===== config.mk =====
export PLATFORM = sky130hd
export DESIGN_NAME = demux_rr_arbiter
export DESIGN_NICKNAME = d
export VERILOG_FILES = /design/src/rtl/demux_rr_arbiter.sv
export SDC_FILE = /design/constraint.sdc
export NUM_CORES = 1
export LEC_CHECK = 0
export CORE_MARGIN = 1
export CORE_UTILIZATION = 43
export DETAILED_ROUTE_END_ITERATION = 7
export GPL_ROUTABILITY_DRIVEN = 0
export GPL_TIMING_DRIVEN = 0
export MAX_ROUTING_LAYER = met4
export PLACE_DENSITY = 0.79
export SETUP_SLACK_MARGIN = 0.02
export SLEW_MARGIN = 5
export SYNTH_ARGS = -nofsm -noshare
export SYNTH_HDL_FRONTEND = slang
export SYNTH_SLANG_ARGS = --single-unit

===== constraint.sdc =====
create_clock -name clk -period 4.22 [get_ports clk]
set_clock_uncertainty 0.1 [all_clocks]
set_input_delay 0.422 -clock clk [delete_from_list [all_inputs] [get_ports clk]]
set_output_delay 0.422 -clock clk [all_outputs]
set_load 0.01 [all_outputs]

===== src/rtl/demux_rr_arbiter.sv =====
// demux_rr_arbiter
// Round-robin arbiter that owns the select input of a 4-way demux. It grants one of four
// requesters at a time and bounds each grant to HOLD_MAX cycles. Every release is followed
// by a one-cycle all-zero GAP, so the demux always breaks before it makes.
//
// Ports:
//   clk      system clock, rising edge
//   rst_n    asynchronous active-low reset
//   req      request lines, bit i = requester i (level-sensitive)
//   done     current holder finished (only looked at while granting)
//   grant    one-hot grant, zero when no grant is active
//   select   demux lane index (encoded grant while granting, otherwise held)
//   busy     high while granting or in the gap cycle
//   timeout  one-cycle pulse in the gap that follows a hold-limit revocation
module demux_rr_arbiter #(
  parameter int unsigned HOLD_MAX = 8
) (
  input  logic       clk,
  input  logic       rst_n,
  input  logic [3:0] req,
  input  logic       done,
  output logic [3:0] grant,
  output logic [1:0] select,
  output logic       busy,
  output logic       timeout
);

  typedef enum logic [1:0] {StIdle, StGrant, StGap} state_e;

  localparam logic [7:0] HoldLast = 8'(HOLD_MAX - 1);

  state_e     state_q, state_d;
  logic [3:0] grant_q, grant_d;
  logic [1:0] select_q, select_d;
  logic [1:0] last_q, last_d;
  logic [7:0] hold_q, hold_d;
  logic       busy_q, busy_d;
  logic       timeout_q, timeout_d;

  logic [1:0] pick_idx;
  logic       pick_valid;
  logic [1:0] cand;

  // Scan last+1 .. last+4 (mod 4); the last-served requester is checked last.
  always_comb begin
    pick_idx   = last_q;
    pick_valid = 1'b0;
    cand       = last_q;
    for (int k = 1; k <= 4; k++) begin
      cand = last_q + 2'(k);
      if (!pick_valid && req[cand]) begin
        pick_valid = 1'b1;
        pick_idx   = cand;
      end
    end
  end

  logic exit_done, exit_drop, exit_hold;

  assign exit_done = done;
  assign exit_drop = !req[select_q];
  assign exit_hold = (hold_q >= HoldLast);

  always_comb begin
    state_d   = state_q;
    grant_d   = grant_q;
    select_d  = select_q;
    last_d    = last_q;
    hold_d    = hold_q;
    busy_d    = busy_q;
    timeout_d = 1'b0;
    unique case (state_q)
      StIdle: begin
        if (pick_valid) begin
          state_d  = StGrant;
          grant_d  = 4'b0001 << pick_idx;
          select_d = pick_idx;
          last_d   = pick_idx;
          hold_d   = 8'd0;
          busy_d   = 1'b1;
        end
      end
      StGrant: begin
        if (exit_done || exit_drop || exit_hold) begin
          state_d   = StGap;
          grant_d   = 4'b0000;
          // Only a pure hold-limit revocation is reported.
          timeout_d = !exit_done && !exit_drop;
        end else if (hold_q != 8'hFF) begin
          hold_d = hold_q + 8'd1;
        end
      end
      StGap: begin
        state_d = StIdle;
        busy_d  = 1'b0;
      end
      default: begin
        state_d = StIdle;
        grant_d = 4'b0000;
        busy_d  = 1'b0;
      end
    endcase
  end

  always_ff @(posedge clk or negedge rst_n) begin
    if (!rst_n) begin
      state_q   <= StIdle;
      grant_q   <= 4'b0000;
      select_q  <= 2'd0;
      last_q    <= 2'd3;
      hold_q    <= 8'd0;
      busy_q    <= 1'b0;
      timeout_q <= 1'b0;
    end else begin
      state_q   <= state_d;
      grant_q   <= grant_d;
      select_q  <= select_d;
      last_q    <= last_d;
      hold_q    <= hold_d;
      busy_q    <= busy_d;
      timeout_q <= timeout_d;
    end
  end

  assign grant   = grant_q;
  assign select  = select_q;
  assign busy    = busy_q;
  assign timeout = timeout_q;

endmodule


==> results by group, run 1 <==
Global routing
  – Tot GR Track Use: ~17%
  – Initial antenna violation count: 0
  – Number of global-route vias before repair: between 500 and 600
  – First-pass GRT wire length: around 2600 um
  – Grt total ovfl: 0
  – Largest net degree at the start of global routing: 21

Route
  – Drt initial violations: 7
  – Vias: 702
  – Drt wl/cell: approximately 14 um
  – Final ANT Viol Nets: 0
  – Vias per cell: ~5.4
  – DR pass1 iterations: 4
  – DRT Wirelength: 1790 um
  – DRC: 0

Timing
  – Final Hold Fails: 0
  – Final Cycle Share: between 40% and 50%
  – Max Slew Vio Count: 0
  – Setup TNS: 0 ns
  – Rel. slew slack: 43.0%
  – Minimum clock period after layout: roughly 1.8 ns
  – Fmax: ~0.55 GHz
  – Final setup fails: 0
  – RSZ-0062 raised after global routing: no
  – Worst-Margin Slew: approximately 0.85 ns

Final layout
  – Nets: around 110
  – Share of cells above drive strength 1: 12.7%
  – Finished Core Util: between 50% and 60%
  – Diode count: 0
  – Fillcell total: 172
  – Syn-to-layout area delta: 21.8%

Power and ir drop
  – Cell Pwr Density: 631 mW/mm^2
  – NetSw: 0.000261 W
  – Logic pwr share: roughly 43%
  – Switching share of power: 36.9%
  – Pint: between 0.0004 and 0.0005 W
  – Portion of total power attributed to the clock network: between 10% and 20%
  – Register share of total power: 43.2%
  – Leakage: slightly below 0.5 nW
  – Peak supply drop: 0.431 mV

Worst setup path
  – Worst R2R Start: hold_q[0]$_DFFE_PN0P_
  – Worst Setup End Kind: flop
  – Setup CP Type: input pin to flop
  – Required time of the critical path: 4.30 ns
  – Critical path origin: req[3]
  – Worst-path fanout max: 10
  – Startpoint Class: input pin
  – Arr. time, crit path: 1.91 ns

Die
  – IO Count: 15
  – Initial Utilization: a little under half
  – Number of cell rows: 16
  – Chip Height: between 40 and 50 um
  – Horiz. Die Dim: about 48 um
  – CORE AREA: slightly below 0.002 sq mm
  – Die Area: around 0.0023 sq mm

Clock tree
  – CTS tree: done
  – Post-CTS Setup Inserts: 0
  – Skew-Pair Late Insertion Delay: roughly 0.30 ns
  – Hold Buf Count CTS: 0
  – PostCTS Resize Cnt: 0
  – Root Driver: clkbuf_4
  – Max clock buf depth: 2
  – Max H-tree Level: 1
  – Clock Sinks: 20
  – Worst-path clk slew: 0.11 ns
  – Cts bufs inserted: 3

Yosys
  – Cell taking the most area after synthesis: dfrtp_1
  – Synthesis Warnings: 0
  – Yosys cell types: 29
  – Top cell type's share of synthesized area: about 50%
  – Synth area leaders: dfrtp_1, dfstp_2, a32o_1, o21ai_0, nand2_1
  – Cell count after synthesis: between 80 and 90
  – Syn_area_per_cell: around 11 sq um
  – Synth Register Bits: 20
  – Sequential share of the synthesized area: roughly 55%
  – Post-Syn Area: ~920 sq um
  – Synthesized Nets: 92

Min path
  – Worst Hold Class: flop to flop
  – Hold_sp: hold_q[6]$_DFFE_PN0P_

Place
  – Port bufs: 14
  – DP Wirelength: around 1400 um

Outcome
  – Status: completed

Job
  – Max_cap viols: 0
-- cell usage after synthesis, drive strengths merged --
master / count
or3: 2
and2: 5
nand2: 9
dfrtp: 18
a32o: 4
nand4: 1
mux4: 1
a21boi: 2
inv: 2
nor4: 1
or2: 1
and4: 1
o21ai: 9
a211o: 1
nor3: 3
nor2b: 2
a41oi: 1
ha: 1
dfstp: 2
nor3b: 1
a211oi: 2
nand2b: 3
nand3: 2
a21oi: 3
nor2: 5
buf: 2
-- kinds of logic after synthesis --
logic type	after synthesis	share of synthesized area, %
buffers and inverters	4	2.86
adder cells (fa/ha/maj)	1	1.36
AO/OA/AOI/OAI	22	17.3
multiplexers	1	2.45
flip-flops	20	54.7
AND/OR/NAND/NOR	36	21.4
-- layout make-up --
class                   count  area [sq um]  share of cell area, %
multi-input cells          60           390                   34.9
plain buffers               2          18.8                   1.68
inverters                   2          7.51                  0.670
repair buffers             14           140                   12.5
clock buffers               4          26.3                   2.35
well taps                  27          33.8                   3.02
flip-flops and latches     20           503                   44.9
-- registers in the layout, indices dropped and copies added, names as in the netlist --
register / count
hold_q: 8
grant: 4
last_q: 2
select: 2
state_q: 2
busy: 1
timeout: 1
-- worst paths after layout --
| check | endpoint | slack [ns] | cells after the start |
|---|---|---|---|
| max | select[0]$_DFFE_PN0P_ | 2.39 | 6 |
| min | hold_q[6]$_DFFE_PN0P_ | 0.40 | 1 |
| max reg2reg | grant[0]$_DFFE_PN0P_ | 2.40 | 5 |
| min reg2reg | hold_q[6]$_DFFE_PN0P_ | 0.40 | 1 |
| max in group asynchronous | state_q[1]$_DFFE_PN0P_ | 3.01 | 1 |
| min in group asynchronous | hold_q[7]$_DFFE_PN0P_ | 0.49 | 1 |
-- worst max-delay path, cell delays in order --
cell and delay, ns:
clkdlybuf4s50_1 0.47, nor4_1 0.48, or3_1 0.17, buf_4 0.14, buf_6 0.14, o21ai_0 0.09
-- per-stage QoR --
stage          setup WS (ns)  instances  hold slack (ns)  total power (W)  area [sq um]
3_3_place_gp            2.11        125            0.374         0.000600          1090
4_1_cts                 2.41        129            0.404         0.000708          1120
2_1_floorplan           2.62         84           0.0264         0.000491           920
6_report                2.39        129            0.400         0.000706          1120
5_1_grt                 2.26        129            0.411         0.000749          1120
3_5_place_dp            2.09        125            0.373         0.000614          1090
-- power groups by stage --
stage	clock network, W	registers (W)	logic [W]
4_1_cts	0.0000973	0.000305	0.000306
6_report	0.0000966	0.000305	0.000305
3_5_place_dp	0	0.000308	0.000305
5_1_grt	0.000103	0.000313	0.000333
2_1_floorplan	0	0.000312	0.000179
3_3_place_gp	0	0.000304	0.000296
-- layer usage --
metal	share of wire, %	vias to the layer above	track usage [%]
li1	-	342	-
met1	47	344	21.4
met2	48	14	25.3
met3	4.2	2	6.67
met4	0.56	0	1.67
met5	0	-	-
-- placed cells by master, fill, tap and decap left out, drive strengths merged --
cell	instances
a211o	1
a211oi	2
a21boi	2
a21oi	3
a32o	4
a41oi	1
and2	5
and4	1
buf	2
clkbuf	4
clkdlybuf4s50	14
dfrtp	18
dfstp	2
ha	1
inv	2
mux4	1
nand2	9
nand2b	3
nand3	2
nand4	1
nor2	5
nor2b	2
nor3	3
nor3b	1
nor4	1
o21ai	9
or2	1
or3	2
No activity file was read; power rests on OpenSTA's default activity.
==> inputs of run 2 (changes only) <==
--- a/config.mk
+++ b/config.mk
@@ -11,7 +11,7 @@
 export GPL_ROUTABILITY_DRIVEN = 0
 export GPL_TIMING_DRIVEN = 0
 export MAX_ROUTING_LAYER = met4
-export PLACE_DENSITY = 0.79
+export PLACE_DENSITY = 0.81
 export SETUP_SLACK_MARGIN = 0.02
 export SLEW_MARGIN = 5
 export SYNTH_ARGS = -nofsm -noshare
==> constraint.sdc (replaced) <==
create_clock -name clk -period 1.5 [get_ports clk]
set_clock_uncertainty 0.1 [all_clocks]
set_input_delay 0.15 -clock clk [delete_from_list [all_inputs] [get_ports clk]]
set_output_delay 0.15 -clock clk [all_outputs]
set_load 0.01 [all_outputs]
==> run 2 against run 1 <==
Net effect: the run now ends with setup timing left; total power rose to 3.7 times the previous value; flip-flop and latch count did not move; worst setup slack got worse by 2.5 ns; register-to-register slack got worse by 2.5 ns; largest power group is now combinational logic; highest routed layer unchanged.
==> results by group, run 2 (synthesized netlist as in run 1, its figures left out) <==
Outcome
  – Status: complete, but fails checks
  – Failing checks: setup timing

Timing
  – Final setup fails: 10 (+10)
  – Max Slew Vio Count: 0 (unchanged)
  – Rel. slew slack: 40.9% (-2.0 points)
  – Final Cycle Share: 108%
  – RSZ-0062 raised after global routing: yes
  – Fmax: about 0.62 GHz
  – Minimum clock period after layout: about 1.6 ns
  – Final worst slack: -0.123 ns (-2.51 ns)
  – Worst-Margin Slew: 0.883 ns (+0.0305 ns)
  – Final Hold Fails: 0 (unchanged)

Worst setup path
  – Worst Setup End Kind: flop
  – Critical path origin: select[0]$_DFFE_PN0P_
  – RR Endpoint: hold_q[2]$_DFFE_PN0P_
  – Setup CP Type: flop to flop
  – Startpoint Class: flop
  – Slowest stage delay, CP: 0.57 ns (+0.09 ns)
  – CP delay by family, top: multiplexers
  – Worst R2R Start: select[0]$_DFFE_PN0P_
  – Flop-to-flop setup slack: -0.12 ns (-2.52 ns)
  – CP Capture Point: hold_q[2]$_DFFE_PN0P_
  – Worst-path fanout max: 3 (-7)
  – Required time of the critical path: 1.55 ns (-2.75 ns)
  – Crit path depth: 4 (-2)
  – R2R depth: 4 (-1)
  – Buf+Inv Stages, Crit Path: 0 (-3)
  – Arr. time, crit path: 1.67 ns (-0.24 ns)
  – Crit-path slowest cell: mux4_2
  – Worst path cell trace: mux4_2 > and4_4 > a21oi_2 > nor2_1

Power and ir drop
  – Leakage: 0.704 nW (+45%)
  – Peak supply drop: 1.13 mV (+160%)
  – Cell Pwr Density: 1820 mW/mm^2 (+190%)
  – Tot Pwr: 0.00262 W (+270%)

Min path
  – Worst Hold Class: input pin to async pin

Die
  – Horiz. Die Dim: 48.2 um (unchanged)
  – Number of cell rows: 16 (unchanged)
  – Initial Utilization: 46.4% (unchanged)
  – IO Count: 15 (unchanged)
  – Die Area: 0.00233 sq mm (unchanged)
  – CORE AREA: 0.00198 sq mm (unchanged)
  – Chip Height: 48.2 um (unchanged)

Clock tree
  – Root Driver: clkbuf_4
  – Max clock buf depth: 2 (unchanged)
  – Skew-Pair Late Insertion Delay: 0.30 ns (about the same)
  – CTS tree: done
  – Worst-path clk slew: 0.12 ns (about the same)
  – Clock Sinks: 20 (unchanged)
  – Hold Buf Count CTS: 0 (unchanged)
  – Cts bufs inserted: 3 (unchanged)
  – Max H-tree Level: 1 (unchanged)

Route
  – Vias: 808 (+15%)
  – Final ANT Viol Nets: 0 (unchanged)
  – Drt wl/cell: 16.0 um (+15%)
  – DRT Wirelength: 2370 um (+32%)
  – DRC: 0 (unchanged)
  – Drt initial violations: 9 (+2)
  – DR pass1 iterations: 4 (unchanged)
  – Vias per cell: 5.46 (+0.32%)

Final layout
  – Finished Core Util: 72.6% (+16 points)
  – Share of cells above drive strength 1: 45.5% (+33 points)
  – Commonest non-fill, non-tap cell in the layout: dfrtp_1
  – Nets: 130 (+17%)
  – Commonest cells after routing, fill and taps aside: dfrtp_1, buf_4, nand2_1
  – Syn-to-layout area delta: 56.5%
  – Most flops, register: hold_q
  – Max reg flops: 8 (unchanged)
  – Fillcell total: 124 (-28%)
  – Diode count: 0 (unchanged)

Job
  – Max_cap viols: 0 (unchanged)

Global routing
  – Tot GR Track Use: 20.3% (+3.7 points)
  – Initial antenna violation count: 0 (unchanged)
  – Number of global-route vias before repair: 729 (+27%)
  – Largest net degree at the start of global routing: 21 (unchanged)
  – Grt total ovfl: 0 (unchanged)
  – First-pass GRT wire length: 3110 um (+22%)

Place
  – DP Wirelength: 1360 um (about the same)
  – Port bufs: 14 (unchanged)
==> run 2: cell count changes in the layout (fill, tap and decap cells not counted), moves of 3 or more <==
cell,delta
a21oi_1,-3
o21ai_0,-5
dlygate4sd2_1,+6
dlymetal6s2s_1,+5
buf_4,+14
clkdlybuf4s50_1,-11
a21oi_2,+3
buf_6,+3
==> run 2: worst min path at each step <==
stage,from,end,slack [ns],depth (start not counted)
after CTS,rst_n,hold_q[1]$_DFFE_PN0P_,0.27,1
after floorplan,rst_n,busy$_DFFE_PN0P_,-0.25,0
after global routing,rst_n,hold_q[1]$_DFFE_PN0P_,0.32,1
after global placement,hold_q[6]$_DFFE_PN0P_,hold_q[6]$_DFFE_PN0P_,0.37,1
final,rst_n,grant[3]$_DFFE_PN0P_,0.24,1
after detailed placement,grant[1]$_DFFE_PN0P_,grant[1]$_DFFE_PN0P_,0.38,1
==> run 2: per-stage QoR <==
stage	instances	setup WS, ns	hold slack (ns)	setup TNS (ns)	instance area [sq um]
after floorplan	84	-0.0637	-0.246	-0.329	937
after global placement	125	-0.349	0.373	-5.18	1110
after detailed placement	125	-0.439	0.383	-6.41	1110
after CTS	138	-0.104	0.265	-0.712	1250
after global routing	148	-0.196	0.318	-1.49	1440
final	148	-0.123	0.240	-0.831	1440
==> run 2: what timing repair did <==
action	4_1_cts	5_1_grt
setup buffers	9	9
setup endpoints to repair	18	20
gates resized for setup	16	32
gates cloned	0	1
endpoints found under the hold margin	0	0
pin swaps	6	6
==> run 2: routing by layer <==
metal,routed length (um),up-vias,track usage [%]
met5,0,-,-
met4,36,0,6.67
met3,89,4,3.33
met2,1270,21,36.8
met1,977,407,22.4
li1,-,376,-
==> run 2: where the power goes <==
part / total (W) / switching (W) / internal, W / leakage [nW]
logic: 0.00151 / 0.000667 / 0.000845 / 0.430
registers: 0.000846 / 0.000133 / 0.000713 / 0.260
clock network: 0.000262 / 0.000159 / 0.000103 / 0.0150
total: 0.00262 / 0.000958 / 0.00166 / 0.704
==> run 2: cell type report <==
class,count,area (sq um),area share (%)
buffer,2,26.3,1.83
tap,27,33.8,2.35
clock buffer,4,26.3,1.83
timing repair buffer,33,317,22.0
sequential,20,503,35.0
inverter,2,7.51,0.522
multi-input combinational,60,526,36.5
==> run 2: worst register-to-register path, delay by kind of cell, from the launching register on <==
family / cells / cell delay (ns)
AO/OA/AOI/OAI: 1 / 0.13
flip-flops: 1 / 0.40
multiplexers: 1 / 0.57
AND/OR/NAND/NOR: 2 / 0.28
